==> config.mk <==
export PLATFORM = sky130hd
export DESIGN_NAME = seri_verici_param
export DESIGN_NICKNAME = d
export VERILOG_FILES = /design/src/rtl/seri_verici_param_pkg.sv /design/src/rtl/seri_verici_param_bit_zamanlayici.sv /design/src/rtl/seri_verici_param.sv
export SDC_FILE = /design/constraint.sdc
export NUM_CORES = 1
export LEC_CHECK = 0
export ABC_AREA = 1
export ABC_CLOCK_PERIOD_IN_PS = 1300
export CORE_MARGIN = 2
export CORE_UTILIZATION = 46
export DETAILED_ROUTE_END_ITERATION = 12
export HOLD_SLACK_MARGIN = 0.1
export PLACE_DENSITY = 0.73
export SYNTH_ARGS = -nofsm -noshare
export SYNTH_HDL_FRONTEND = slang
export SYNTH_SLANG_ARGS = --single-unit
==> constraint.sdc <==
create_clock -name clk -period 1.3 [get_ports clk]
set_input_delay 0.26 -clock clk [delete_from_list [all_inputs] [get_ports clk]]
set_output_delay 0.26 -clock clk [all_outputs]
set_load 0.05 [all_outputs]
==> src/rtl/seri_verici_param_pkg.sv <==
// Shared types and helpers for the parametrised serial transmitter.
package seri_verici_pkg;

  // Frame states: idle, start bit, data bits, parity bit, stop bit.
  typedef enum logic [2:0] {
    BOSTA  = 3'd0,
    BASLA  = 3'd1,
    VERI   = 3'd2,
    PARITE = 3'd3,
    DUR    = 3'd4
  } durum_t;

  // Default geometry, mirrored by the top-level parameter defaults.
  localparam int VARSAYILAN_N   = 5;
  localparam int VARSAYILAN_DIV = 1;

  // Counter width that never collapses to zero bits (DIV=1 or N=1).
  function automatic int sayac_genisligi(input int deger);
    return (deger <= 1) ? 1 : $clog2(deger);
  endfunction

  localparam int VARSAYILAN_DIV_W = sayac_genisligi(VARSAYILAN_DIV);
  localparam int VARSAYILAN_IDX_W = sayac_genisligi(VARSAYILAN_N);

  // Serial bits per frame: start + data + optional parity + stop.
  function automatic int cerceve_uzunlugu(input int n, input int parity_en);
    return n + 2 + ((parity_en != 0) ? 1 : 0);
  endfunction

endpackage

==> src/rtl/seri_verici_param_bit_zamanlayici.sv <==
// Bit-period timer: counts en-qualified cycles and flags the last one of
// each DIV-long bit period. clr holds the count at zero while idle.
module bit_zamanlayici
  import seri_verici_pkg::*;
#(
  parameter int DIV = 1
) (
  input  logic clk,
  input  logic reset,
  input  logic en,
  input  logic clr,
  output logic tick
);

  localparam int W = sayac_genisligi(DIV);

  logic [W-1:0] r_sayac;
  logic         w_son;

  assign w_son = (r_sayac == W'(DIV - 1));
  assign tick  = en && w_son && !clr;

  // Wrapping period counter; frozen whenever en is low.
  always_ff @(posedge clk) begin
    if (!reset)      r_sayac <= '0;
    else if (clr)    r_sayac <= '0;
    else if (en)     r_sayac <= w_son ? '0 : r_sayac + W'(1);
  end

endmodule

==> src/rtl/seri_verici_param.sv <==
// Parametrised framed parallel-to-serial transmitter:
// start(0), N data bits, optional parity, stop(1). All outputs registered.
module seri_verici_param
  import seri_verici_pkg::*;
#(
  parameter int N          = VARSAYILAN_N,
  parameter int MSB_FIRST  = 1,
  parameter int PARITY_EN  = 0,
  parameter int PARITY_ODD = 0,
  parameter int DIV        = VARSAYILAN_DIV
) (
  input  logic         clk,
  input  logic         reset,
  input  logic         en,
  input  logic         baslat,
  input  logic [N-1:0] D,
  output logic         y,
  output logic         mesgul,
  output logic         bitti,
  output logic         hata
);

  localparam int IW = sayac_genisligi(N);

  durum_t         r_state, w_state_n;
  logic [N-1:0]   r_sr, w_sr_n;
  logic [IW-1:0]  r_idx, w_idx_n;
  logic           r_par, w_par_n;
  logic           r_y, w_y_n;
  logic           r_mesgul, w_mesgul_n;
  logic           r_bitti, w_bitti_n;
  logic           r_hata, w_hata_n;
  logic           w_tick;

  // Bit that goes on the line next, chosen by bit order.
  function automatic logic bas(input logic [N-1:0] v);
    return (MSB_FIRST != 0) ? v[N-1] : v[0];
  endfunction

  // Advance the shift register by one bit toward the line.
  function automatic logic [N-1:0] kaydir(input logic [N-1:0] v);
    return (MSB_FIRST != 0) ? {v[N-2:0], 1'b0} : {1'b0, v[N-1:1]};
  endfunction

  // Counter only runs while a frame is in flight.
  bit_zamanlayici #(.DIV(DIV)) u_zaman (
    .clk   (clk),
    .reset (reset),
    .en    (en),
    .clr   (r_state == BOSTA),
    .tick  (w_tick)
  );

  // State and registered outputs.
  always_ff @(posedge clk) begin
    if (!reset) begin
      r_state  <= BOSTA;
      r_sr     <= '0;
      r_idx    <= '0;
      r_par    <= 1'b0;
      r_y      <= 1'b1;
      r_mesgul <= 1'b0;
      r_bitti  <= 1'b0;
      r_hata   <= 1'b0;
    end else begin
      r_state  <= w_state_n;
      r_sr     <= w_sr_n;
      r_idx    <= w_idx_n;
      r_par    <= w_par_n;
      r_y      <= w_y_n;
      r_mesgul <= w_mesgul_n;
      r_bitti  <= w_bitti_n;
      r_hata   <= w_hata_n;
    end
  end

  // Next-state and next-output logic; y is computed one edge ahead so the
  // line itself comes straight from a flop.
  always_comb begin
    w_state_n  = r_state;
    w_sr_n     = r_sr;
    w_idx_n    = r_idx;
    w_par_n    = r_par;
    w_y_n      = r_y;
    w_mesgul_n = r_mesgul;
    w_bitti_n  = 1'b0;
    // A start request during a frame is dropped but reported.
    w_hata_n   = baslat && r_mesgul;
    unique case (r_state)
      BOSTA: begin
        w_y_n      = 1'b1;
        w_mesgul_n = 1'b0;
        if (baslat) begin
          w_state_n  = BASLA;
          w_sr_n     = D;
          w_par_n    = (PARITY_ODD != 0) ? ~^D : ^D;
          w_idx_n    = '0;
          w_y_n      = 1'b0;
          w_mesgul_n = 1'b1;
        end
      end
      BASLA: begin
        if (w_tick) begin
          w_state_n = VERI;
          w_idx_n   = '0;
          w_y_n     = bas(r_sr);
        end
      end
      VERI: begin
        if (w_tick) begin
          if (r_idx == IW'(N - 1)) begin
            if (PARITY_EN != 0) begin
              w_state_n = PARITE;
              w_y_n     = r_par;
            end else begin
              w_state_n = DUR;
              w_y_n     = 1'b1;
            end
          end else begin
            w_sr_n  = kaydir(r_sr);
            w_idx_n = r_idx + IW'(1);
            w_y_n   = bas(kaydir(r_sr));
          end
        end
      end
      PARITE: begin
        if (w_tick) begin
          w_state_n = DUR;
          w_y_n     = 1'b1;
        end
      end
      DUR: begin
        w_y_n = 1'b1;
        if (w_tick) begin
          w_state_n  = BOSTA;
          w_mesgul_n = 1'b0;
          w_bitti_n  = 1'b1;
        end
      end
      default: begin
        w_state_n  = BOSTA;
        w_y_n      = 1'b1;
        w_mesgul_n = 1'b0;
      end
    endcase
  end

  assign y      = r_y;
  assign mesgul = r_mesgul;
  assign bitti  = r_bitti;
  assign hata   = r_hata;

endmodule

==> impl_metrics.env, run 1 <==
export IMPL_leakage_nw=0.614
export IMPL_finalCritPeriodShare=1.02
export IMPL_grt_max_degree=11
export IMPL_end_kind="flip-flop"
export IMPL_avgRoutedWirePerCell_um=12.3
export IMPL_multi_input_area_um2=558
export IMPL_dp_slack_ns=-0.220
export IMPL_vias=950
export IMPL_first_global_vias=889
export IMPL_netlist_top_cells_area="dfxtp_1 36%, nand2_1 16%, nor2_1 12%"
export IMPL_floorplan_initialDensity=0.488
export IMPL_antenna_found_initial=0
export IMPL_reg2reg_slack_ns=-0.02
export IMPL_synth_warnings=0
export IMPL_ant_nets=0
export IMPL_cts_buffers_inserted=3
export IMPL_cts_tree="built"
export IMPL_total_power_mw=2.67
export IMPL_setup_ws_ns=-0.0231
export IMPL_antenna_cells=0
export IMPL_hpwl_um=1620
export IMPL_min_delay_path_class="reg -> reg"
export IMPL_wl_um=2350
export IMPL_critical_path_class="reg -> reg"
export IMPL_critical_path_peak_fanout=6
export IMPL_die_w_um=46.8
export IMPL_fin_crit_ns=1.32
export IMPL_status="finished with violations"
export IMPL_drc_errors=0
export IMPL_cts_htree_levels=1
export IMPL_yosys_area_top_type="dfxtp_1"
export IMPL_start_kind="flip-flop"
export IMPL_max_freq_ghz=0.756
export IMPL_io_buffer_count=12
export IMPL_fin_nets=177
export IMPL_track_usage=0.255
export IMPL_cp_required_ns=1.49
export IMPL_row_count=15
export IMPL_routed_via_density=5.00
export IMPL_die_area_mm2=0.00219
export IMPL_core_area_mm2=0.00173
export IMPL_synth_area_per_cell_um2=6.54
export IMPL_io_pins=13
export IMPL_relSlewSlack=0.763
export IMPL_first_pass_iters=4
export IMPL_critPathArrivalTime_ns=1.51
export IMPL_finalSetupViolCount=1
export IMPL_clockBufferDepth=2
export IMPL_final_max_slew_viol_count=0
export IMPL_cts_root_buf="clkbuf_4"
export IMPL_maxCapViolCount=0
export IMPL_skew_ns=0.00170
export IMPL_n_fill_cell=143
export IMPL_worstMarginPinSlew_ns=0.352
export IMPL_synth_seq_area_share=0.356
export IMPL_gr_total_overflow=0
export IMPL_ctsHoldBuffers=0
export IMPL_synth_net_count=140
export IMPL_grt_pass1_wl_um=3850
export IMPL_violations="negative setup slack"
export IMPL_powerDensity_mw_per_mm2=2050
export IMPL_synthesis_instances=129
export IMPL_area_growth_pct=54.0
export IMPL_clkTransAtPathRegs_ns=0.09
export IMPL_rsz0062_at_grt="yes"
export IMPL_ys_types=19
export IMPL_fp_dieH_um=46.8
export IMPL_drt_iter0_drc=30
export IMPL_synth_cell_area_um2=843
export IMPL_cts_sinks=15
export IMPL_ys_seq_elements=15
export IMPL_clk_latency_ns=0.29
export IMPL_ir_drop_mv=1.17
export IMPL_gp_congestion=0.917
export IMPL_regArea_um2=308
export IMPL_drive_gt1_frac=0.370
export IMPL_yosysTopAreaCellShare=0.356
export IMPL_hold_viol_final=0
cell families (layout without fill, tap and decap cells):
family | Yosys count | count (layout) | share of synthesized area
buffers and inverters | 15 | 51 | 0.0682
adder cells (fa/ha/maj) | 2 | 2 | 0.0297
AND/OR/NAND/NOR | 83 | 83 | 0.448
AO/OA/AOI/OAI | 14 | 14 | 0.0979
flip-flops | 15 | 15 | 0.356
cell usage in the layout, fill, tap and decap left out, types with 3 or more instances in the layout:
cell type / Yosys / routed
nor2_4: 1 / 3
dfxtp_2: 0 / 3
dfxtp_1: 15 / 11
a21oi_1: 4 / 3
nand2_1: 36 / 31
nand2_2: 3 / 8
o21ai_1: 0 / 4
nor2_1: 26 / 26
clkdlybuf4s50_1: 0 / 8
nand4_1: 3 / 3
buf_4: 0 / 20
buf_12: 0 / 4
inv_1: 12 / 9
o21ai_0: 8 / 3
clkbuf_4: 0 / 3
nand3_2: 3 / 4
nand3_1: 6 / 3
inv_2: 2 / 5
state kept, by name, indices dropped and copies added, names as in the netlist:
register,count
r_sr,5
mesgul,1
r_idx,3
r_state,3
hata,1
y,1
bitti,1
power by group:
part / internal [mW] / leakage (nW) / switching [mW] / total [mW]
Clock: 0.114 / 0.0177 / 0.159 / 0.273
Combinational: 0.718 / 0.472 / 0.930 / 1.65
Sequential: 0.613 / 0.125 / 0.134 / 0.747
critical path: stages, from the launching register on:
cell and delay (ns):
dfxtp_2 0.36, inv_2 0.06, ha_4 0.15, nand2_2 0.07, buf_6 0.10, nand2_4 0.07
a21oi_4 0.24, nand2_1 0.08, nand2_1 0.06, nor2_1 0.03
layer usage:
metal / up-vias / wire, um / GRT usage
met5: - / 0 / 0
met4: 0 / 39 / 0.100
met3: 6 / 132 / 0.0692
met2: 39 / 1180 / 0.438
met1: 425 / 995 / 0.300
li1: 480 / - / -
final timing paths:
check,startpoint,cells after the start,end
worst max-delay path,r_idx[0],9,r_sr[0]
worst min-delay path,r_sr[3],2,r_sr[3]
worst max register to register,r_idx[0],9,r_sr[0]
worst min register to register,r_sr[3],2,r_sr[3]
Yosys cell counts, drive strengths merged:
| cell | n |
|---|---|
| nand2 | 40 |
| nor2 | 30 |
| dfxtp | 15 |
| inv | 14 |
| nand3 | 9 |
| o21ai | 8 |
| a21oi | 5 |
| nand4 | 3 |
| ha | 2 |
| buf | 1 |
| nor4 | 1 |
| o22ai | 1 |
through the flow:
stage / setup TNS (ns) / std cells / hold WS (ns) / instance area, um2 / util
final: -0.0231 / 190 / 0.492 / 1300 / 0.752
after global placement: -2.08 / 183 / 0.469 / 1160 / 0.675
after CTS: 0 / 188 / 0.492 / 1250 / 0.726
after global routing: -0.583 / 190 / 0.517 / 1300 / 0.752
after detailed placement: -2.39 / 183 / 0.476 / 1160 / 0.675
after floorplan: 0 / 129 / 0.422 / 843 / -
area by class of cell:
class | count | area share
clock inverter | 1 | 0.00385
tap | 25 | 0.0241
timing repair buffer | 33 | 0.248
multi-input combinational | 99 | 0.430
clock buffer | 3 | 0.0173
inverter | 14 | 0.0405
sequential | 15 | 0.237
repair_timing:
item | CTS | global route
endpoints found under the setup margin | 11 | 13
cloned | 0 | 0
resized for setup | 20 | 10
buffers inserted | 1 | 2
pin swaps | 5 | 6
Power figures use the tool's default switching activity.
==> inputs of run 2 (changes only) <==
--- a/config.mk
+++ b/config.mk
@@ -6,12 +6,13 @@
 export NUM_CORES = 1
 export LEC_CHECK = 0
 export ABC_AREA = 1
-export ABC_CLOCK_PERIOD_IN_PS = 1300
+export ABC_CLOCK_PERIOD_IN_PS = 1550
 export CORE_MARGIN = 2
-export CORE_UTILIZATION = 46
+export CORE_UTILIZATION = 50
+export CTS_CLUSTER_SIZE = 40
 export DETAILED_ROUTE_END_ITERATION = 12
 export HOLD_SLACK_MARGIN = 0.1
-export PLACE_DENSITY = 0.73
+export PLACE_DENSITY = 0.75
 export SYNTH_ARGS = -nofsm -noshare
 export SYNTH_HDL_FRONTEND = slang
 export SYNTH_SLANG_ARGS = --single-unit
==> constraint.sdc (replaced) <==
create_clock -name clk -period 1.55 [get_ports clk]
set_input_delay 0.31 -clock clk [delete_from_list [all_inputs] [get_ports clk]]
set_output_delay 0.31 -clock clk [all_outputs]
set_load 0.05 [all_outputs]
==> impl_metrics.env, run 2 (same netlist as run 1, synthesis figures left out) <==
export IMPL_vias=846
export IMPL_grt_pass1_wl_um=3140
export IMPL_critPathSlowestCell="dfxtp_2"
export IMPL_clkTransAtPathRegs_ns=0.09
export IMPL_rsz0062_at_grt="no"
export IMPL_io_pins=13
export IMPL_gr_total_overflow=0
export IMPL_avgRoutedWirePerCell_um=12.0
export IMPL_hold_depth=2
export IMPL_hold_start="mesgul"
export IMPL_drt_iter0_drc=23
export IMPL_critical_path_class="reg -> reg"
export IMPL_start_kind="flip-flop"
export IMPL_end_kind="flip-flop"
export IMPL_crit_chain="inv_1, ha_1, nand2_2, inv_1, nand3_1, nand3_2, nor2_4, nand2_1, nand2_1, nor2_1"
export IMPL_whs_ns=0.496
export IMPL_drc_errors=0
export IMPL_cts_htree_levels=1
export IMPL_ant_nets=0
export IMPL_fin_crit_ns=1.40
export IMPL_worstMarginPinSlew_ns=0.325
export IMPL_row_count=14
export IMPL_cts_sinks=15
export IMPL_io_buffer_count=12
export IMPL_top_register="r_sr"
export IMPL_area_growth_pct=25.5
export IMPL_finalCritPeriodShare=0.905
export IMPL_ir_drop_mv=1.07
export IMPL_cp_required_ns=1.74
export IMPL_hold_viol_final=0
export IMPL_dp_slack_ns=-0.0342
export IMPL_first_global_vias=766
export IMPL_rr_worst_depth=10
export IMPL_floorplan_initialDensity=0.547
export IMPL_min_delay_path_class="reg -> reg"
export IMPL_wl_um=1980
export IMPL_antenna_found_initial=0
export IMPL_skew_ns=0.00103
export IMPL_die_w_um=45.1
export IMPL_fin_util=0.687
export IMPL_final_max_slew_viol_count=0
export IMPL_relSlewSlack=0.783
export IMPL_leakage_nw=0.515
export IMPL_maxCapViolCount=0
export IMPL_r2r_end="r_idx[0]"
export IMPL_cts_root_buf="clkbuf_4"
export IMPL_grt_max_degree=11
export IMPL_drive_gt1_frac=0.195
export IMPL_dp_cells=159
export IMPL_critical_path_peak_fanout=4
export IMPL_top_regs="r_sr (5), r_idx (3), r_state (3)"
export IMPL_core_area_mm2=0.00154
export IMPL_max_freq_ghz=0.713
export IMPL_final_common_cell="nand2_1"
export IMPL_die_area_mm2=0.00203
export IMPL_powerDensity_mw_per_mm2=1750
export IMPL_status="complete, no violations"
export IMPL_stdcell_area_mm2=0.00106
export IMPL_routed_via_density=5.13
export IMPL_cts_buffers_inserted=3
export IMPL_critPathArrivalTime_ns=1.59
export IMPL_largest_reg_flops=5
export IMPL_final_cells=165
export IMPL_first_pass_iters=4
export IMPL_gp_congestion=0.952
export IMPL_reg2reg_slack_ns=0.15
export IMPL_track_usage=0.214
export IMPL_setup_ws_ns=0.147
export IMPL_fp_dieH_um=45.1
export IMPL_hpwl_um=1420
export IMPL_min_to="hata"
export IMPL_ctsHoldBuffers=0
export IMPL_finalSetupViolCount=0
export IMPL_placed_area_mm2=0.00100
export IMPL_clockBufferDepth=2
export IMPL_mostFrequentLayoutCells="35 x nand2_1, 26 x nor2_1, 14 x dfxtp_1, 12 x inv_1"
export IMPL_fin_nets=161
export IMPL_r2r_start="r_idx[0]"
export IMPL_worst_path_largest_cell_delay_ns=0.35
export IMPL_cts_tree="built"
export IMPL_clk_latency_ns=0.29
export IMPL_antenna_cells=0
==> run 2: cell count changes in the layout (fill, tap and decap cells not counted), sizes merged <==
cell    delta
clkinv     -1
clkbuf     +1
buf       -16
==> run 2: metal layers <==
metal	track usage	routed length, um	vias up
met4	0.106	45	0
met5	0	0	-
met2	0.363	982	25
met1	0.267	851	364
li1	-	-	448
met3	0.0240	98	9
==> run 2: worst max-delay path by stage <==
stage             start          to  depth (start not counted)
2_1_floorplan  r_idx[0]    r_idx[0]                         10
3_3_place_gp         en  r_state[0]                          8
3_5_place_dp         en  r_state[0]                          8
4_1_cts        r_idx[0]    r_idx[0]                         10
5_1_grt        r_idx[0]    r_idx[0]                         10
6_report       r_idx[0]    r_idx[0]                         10
==> run 2: final cells by class <==
class | count | area [um2]
inverter | 14 | 52.6
timing repair buffer | 17 | 160
multi-input combinational | 99 | 498
clock buffer | 4 | 26.3
tap | 16 | 20.0
sequential | 15 | 302
fill | 135 | 483
==> run 2: report_power, final <==
part           internal [mW]  switching (mW)  leakage, nW  total, mW
Sequential             0.505           0.103        0.124      0.608
Clock                  0.100           0.127       0.0150      0.227
Combinational          0.374           0.645        0.376       1.02
Total                  0.978           0.875        0.515       1.85
==> run 2: critical path, delay by kind of cell (launching register included) <==
kind / cells / cell delay (ns)
simple gates: 7 / 0.61
flops: 1 / 0.35
fa+ha+maj: 1 / 0.21
buf+inv: 2 / 0.12
==> run 2: repair_timing <==
action	in CTS	in global routing
endpoints found under the setup margin	1	5
cloned	0	0
buffers inserted	0	2
gates resized for setup	1	4
pin swaps	1	2
==> run 2: metrics by stage <==
step / total power, mW / TNS [ns]
after global placement: 1.53 / -0.0244
after floorplan: 1.31 / 0
after detailed placement: 1.57 / -0.0524
after CTS: 1.80 / 0
after global routing: 2.02 / 0
final: 1.85 / 0
